### config.mk
export PLATFORM = sky130hd
export DESIGN_NAME = dat_fifo
export DESIGN_NICKNAME = d
export VERILOG_FILES = /design/src/rtl/dat_pkg.sv /design/src/rtl/dat_fifo_mem.sv /design/src/rtl/dat_fifo.sv
export SDC_FILE = /design/constraint.sdc
export NUM_CORES = 1
export LEC_CHECK = 0
export ABC_AREA = 1
export CAP_MARGIN = 40
export CORE_ASPECT_RATIO = 0.8
export CORE_UTILIZATION = 50
export DETAILED_ROUTE_END_ITERATION = 6
export PLACE_DENSITY = 0.82
export SYNTH_ARGS = -nofsm -noshare
export SYNTH_HDL_FRONTEND = slang
export SYNTH_SLANG_ARGS = --single-unit
### constraint.sdc
create_clock -name sd_clock -period 5 [get_ports sd_clock]
set_input_delay 1 -clock sd_clock [delete_from_list [all_inputs] [get_ports sd_clock]]
set_output_delay 1 -clock sd_clock [all_outputs]
set_load 0.01 [all_outputs]
### src/rtl/dat_pkg.sv
// Shared constants for the DAT data path: word width, buffer depth and the
// frame size agreed with the DAT physical stage.
package dat_pkg;

  localparam int DAT_DATA_WIDTH      = 32;
  localparam int DAT_FIFO_ADDR_WIDTH = 3;
  localparam int DAT_FRAME_SIZE      = 50;

  typedef logic [DAT_DATA_WIDTH-1:0] dat_word_t;

endpackage

### src/rtl/dat_fifo_mem.sv
// Register-file storage for dat_fifo: one synchronous write port and one
// asynchronous read port so the head word is visible without a read cycle.
module dat_fifo_mem #(
  parameter int DATA_WIDTH = 32,
  parameter int ADDR_WIDTH = 3
) (
  input  logic                  clk,
  input  logic                  we,
  input  logic [ADDR_WIDTH-1:0] waddr,
  input  logic [DATA_WIDTH-1:0] wdata,
  input  logic [ADDR_WIDTH-1:0] raddr,
  output logic [DATA_WIDTH-1:0] rdata
);

  localparam int DEPTH = 1 << ADDR_WIDTH;

  logic [DATA_WIDTH-1:0] mem_q [DEPTH];

  // NOTE: storage has no reset; validity is tracked by the level counter, and
  // leaving it out lets the array map onto plain register-file cells.
  always_ff @(posedge clk) begin
    if (we) mem_q[waddr] <= wdata;
  end

  assign rdata = mem_q[raddr];

endmodule

### src/rtl/dat_fifo.sv
// Direction-switched show-ahead FIFO between the host data bus and the DAT
// phys stage; writeRead selects which side pushes and which side pops.
module dat_fifo
  import dat_pkg::*;
#(
  parameter int DATA_WIDTH = DAT_DATA_WIDTH,
  parameter int ADDR_WIDTH = DAT_FIFO_ADDR_WIDTH
) (
  input  logic                  sd_clock,
  input  logic                  reset,
  input  logic                  writeRead,
  input  logic                  flush,
  input  logic                  host_write_enable,
  input  logic [DATA_WIDTH-1:0] host_data_in,
  input  logic                  host_read_enable,
  output logic [DATA_WIDTH-1:0] host_data_out,
  input  logic                  write_enable,
  input  logic [DATA_WIDTH-1:0] dataToFIFO,
  input  logic                  read_enable,
  output logic [DATA_WIDTH-1:0] dataFROMFIFO,
  output logic                  status,
  output logic                  empty,
  output logic                  full,
  output logic [ADDR_WIDTH:0]   level,
  output logic                  overflow,
  output logic                  underflow
);

  localparam int                DEPTH      = 1 << ADDR_WIDTH;
  localparam logic [ADDR_WIDTH:0] LEVEL_FULL = (ADDR_WIDTH + 1)'(DEPTH);

  logic [ADDR_WIDTH-1:0] wr_ptr_q, wr_ptr_d;
  logic [ADDR_WIDTH-1:0] rd_ptr_q, rd_ptr_d;
  logic [ADDR_WIDTH:0]   level_q, level_d;
  logic                  overflow_q, overflow_d;
  logic                  underflow_q, underflow_d;

  logic                  push_req, pop_req, push_ok, pop_ok, mem_we;
  logic [DATA_WIDTH-1:0] push_data, head_word;

  assign empty     = (level_q == '0);
  assign full      = (level_q == LEVEL_FULL);
  assign status    = writeRead ? !empty : !full;
  assign level     = level_q;
  assign overflow  = overflow_q;
  assign underflow = underflow_q;

  assign push_req  = writeRead ? host_write_enable : write_enable;
  assign pop_req   = writeRead ? read_enable : host_read_enable;
  assign push_data = writeRead ? host_data_in : dataToFIFO;

  // A full FIFO still accepts a push when a pop frees the slot in the same cycle.
  assign pop_ok  = pop_req && !empty;
  assign push_ok = push_req && (!full || pop_ok);
  assign mem_we  = push_ok && !flush && reset;

  // NOTE: combinational next-state uses blocking assignments, with every
  // target defaulted first so no latch can be inferred.
  always_comb begin
    wr_ptr_d    = wr_ptr_q;
    rd_ptr_d    = rd_ptr_q;
    level_d     = level_q;
    overflow_d  = overflow_q;
    underflow_d = underflow_q;
    if (flush) begin
      wr_ptr_d    = '0;
      rd_ptr_d    = '0;
      level_d     = '0;
      overflow_d  = 1'b0;
      underflow_d = 1'b0;
    end else begin
      if (push_ok) wr_ptr_d = wr_ptr_q + 1'b1;
      if (pop_ok)  rd_ptr_d = rd_ptr_q + 1'b1;
      case ({push_ok, pop_ok})
        2'b10:   level_d = level_q + 1'b1;
        2'b01:   level_d = level_q - 1'b1;
        default: level_d = level_q;
      endcase
      if (push_req && !push_ok) overflow_d  = 1'b1;
      if (pop_req && !pop_ok)   underflow_d = 1'b1;
    end
  end

  // NOTE: state registers use non-blocking assignments so every flop samples
  // the pre-edge values of the others.
  always_ff @(posedge sd_clock) begin
    if (!reset) begin
      wr_ptr_q    <= '0;
      rd_ptr_q    <= '0;
      level_q     <= '0;
      overflow_q  <= 1'b0;
      underflow_q <= 1'b0;
    end else begin
      wr_ptr_q    <= wr_ptr_d;
      rd_ptr_q    <= rd_ptr_d;
      level_q     <= level_d;
      overflow_q  <= overflow_d;
      underflow_q <= underflow_d;
    end
  end

  dat_fifo_mem #(
    .DATA_WIDTH(DATA_WIDTH),
    .ADDR_WIDTH(ADDR_WIDTH)
  ) u_mem (
    .clk  (sd_clock),
    .we   (mem_we),
    .waddr(wr_ptr_q),
    .wdata(push_data),
    .raddr(rd_ptr_q),
    .rdata(head_word)
  );

  assign host_data_out = head_word;
  assign dataFROMFIFO  = head_word;

endmodule

==> results_dict.tcl <==
set metrics [dict create \
    tritoncts "built" \
    drt-vias-per-instance 5.47 \
    numCtsBuffers 24 \
    max_cap_viol_count 0 \
    fmax_mhz 235 \
    drt_iter0_drc 808 \
    start_util_pct 51.8 \
    synthToLayoutAreaGrowth_pct 20.8 \
    clk_latency_ps 520 \
    finalSetupViolations 0 \
    overflow 0 \
    cpPeakStageDelay_ps 610 \
    rows 48 \
    h-tree-depth 1 \
    avgRoutedWirePerCell_um 18.0 \
    synth_flop_cell "edfxtp_1" \
    die_y_um 137 \
    nFillCells 1652 \
    synth_edf_count 256 \
    diodes 0 \
    post-place-ws_ps 998 \
    netlist.area_leader.share_pct 67.9 \
    leakage_nw 4.77 \
    syn-mean-instance-area_um2 11.6 \
    synthCells 979 \
    hpwl_mm 14.6 \
    synth_largest_area_cell "edfxtp_1" \
    cts_buffer_depth 3 \
    ios 145 \
    antenna_found_initial 0 \
    fp.dieArea_um2 23200 \
    yosysWarnings 0 \
    yosysSeqAreaShare_pct 70.6 \
    path_class "reg2out" \
    arrival_ps 3250 \
    gp_congestion 0.781 \
    num_vias 7673 \
    period_needed_ps 4250 \
    first_global_vias 7397 \
    cts-resized-gates 0 \
    grt.total_usage_pct 22.0 \
    cts_setup_buffers 0 \
    period_share_pct 84.9 \
    hold-worst-slack_ps 468 \
    synthTopCellsByCount "edfxtp_1, nor2_1, o21ai_0, nand2_1, clkbuf_1" \
    syn_nets 1054 \
    peakVddDrop_mv 0.275 \
    worst_slack_ps 754 \
    first_pass_iters 6 \
    power_density_nw_per_um2 351 \
    grt_max_degree 65 \
    hold_path_class "reg2reg" \
    root_buffer "clkbuf_16" \
    fin_nets 1160 \
    synth-seq-cells 271 \
    grt_pass1_wl_mm 39.0 \
    start_kind "register" \
    antenna_left 0 \
    synth_cell_type_count 34 \
    worstMarginPinSlew_ps 846 \
    cp_cell_sequence "buf_4 > buf_12 > o21ai_0 > o22ai_1 > nor2_1 > a31oi_1 > clkdlybuf4s50_1" \
    design_area_um2 13700 \
    crit_slowest_cell "clkdlybuf4s50_1" \
    outcome "complete, no violations" \
    routed_wirelength_mm 25.3 \
    cts_sinks 271 \
    place_area_um2 12900 \
    drive_gt1_share_pct 8.07 \
    tns_ps 0 \
    worstPathMaxFanout 59 \
    ys_async_sr_fraction_pct 0 \
    rsz0062_at_grt "no" \
    crit_path_end_kind "output port" \
    coreArea_um2 21900 \
    io_buffer_count 144 \
    fin_skew_ps 6.26 \
    path_clk_slew_ps 70 \
    postCtsHoldBufs 0 \
    netlist_area_um2 11300 \
    yosysMostFrequentCell "edfxtp_1" \
    slew_headroom_pct 43.5 \
    required_ps 4000 \
    fp.dieW_um 170 \
    drc 0 \
    final_util_pct 62.5 \
    finalHoldViolCount 0 \
    slew_viol_final 0 \
    synth.area.top_cells "edfxtp_1, nor2_1, o21ai_0" \
]
metal layers:
layer	GRT usage (%)	vias to the layer above	wire length, µm
met2	36.6	368	12000
met3	4.11	35	2260
met1	30.2	3648	10600
li1	-	3622	-
met5	0	-	0
met4	5.46	0	461
through the flow:
stage / instances / power (mW)
after global routing: 1403 / 4.95
final: 1403 / 4.80
after global placement: 1357 / 3.03
after CTS: 1403 / 4.82
after detailed placement: 1359 / 3.05
after floorplan: 979 / 2.84
final cells by class:
cell class | instances | area (µm²) | share of cell area (%)
clock buffers | 32 | 652 | 4.77
clock inverters | 12 | 109 | 0.797
inverters | 25 | 103 | 0.751
multi-input cells | 597 | 2810 | 20.5
flip-flops and latches | 271 | 7990 | 58.5
well taps | 300 | 375 | 2.75
repair buffers | 166 | 1630 | 11.9
sequential cells by signal, summed over array words and instances (netlist names), named ones only:
signal,cells
rd_ptr_q,3
overflow,1
underflow,1
u_mem.mem_q,256
wr_ptr_q,3
level,4
power by group:
part           leakage (nW)  total [mW]  internal, mW  switching, mW
Combinational          1.95       0.466         0.206          0.260
Clock                 0.375        1.80          1.02          0.778
Sequential             2.44        2.53          2.52         0.0138
logic make-up (layout without fill, tap and decap cells):
family / count (synthesis) / after routing / synth area share (%)
XOR/XNOR: 3 / 3 / 0.232
AO/OA/AOI/OAI: 210 / 210 / 10.1
buffers and inverters: 111 / 235 / 5.02
adder cells (fa/ha/maj): 3 / 3 / 0.332
AND/OR/NAND/NOR: 381 / 381 / 13.7
flip-flops: 271 / 271 / 70.6
worst max-delay path: cells and delay by family, from the launching register on:
family | cells | cell delay, ps
buf+inv | 3 | 1430
compound gates | 3 | 690
simple gates | 1 | 70
flops | 1 | 500
path summary, 6_finish.rpt:
path,depth (start not counted),start,end,slack (ps)
worst max-delay path,7,register,host_data_out[21],750
worst min-delay path,2,rd_ptr_q[2],rd_ptr_q[2],470
worst max register to register,9,level[0],u_mem.mem_q[3][6],2330
worst min register to register,2,rd_ptr_q[2],rd_ptr_q[2],470
layout by cell type (no fill, tap or decap), types with 2 or more instances in the layout:
cell	synthesis	routed
edfxtp_1	256	256
nor2_1	238	234
clkdlybuf4s50_1	0	143
o21ai_0	129	129
nand2_1	118	118
o22ai_1	32	32
a31oi_1	32	32
clkbuf_16	0	25
buf_4	32	20
inv_1	17	17
dfxtp_1	15	13
a21oi_1	8	8
clkbuf_1	37	7
clkinv_2	0	6
o21ai_1	5	5
nand2_4	5	5
nand3_1	5	5
clkinv_1	2	5
nor2_4	1	5
nand2_2	4	4
nor3_2	0	4
inv_2	3	3
inv_4	3	3
ha_1	3	3
nor2_2	2	2
xor2_1	2	2
o21a_1	2	2
bufinv_16	0	2
buf_12	0	2
Power figures use the tool's default switching activity.
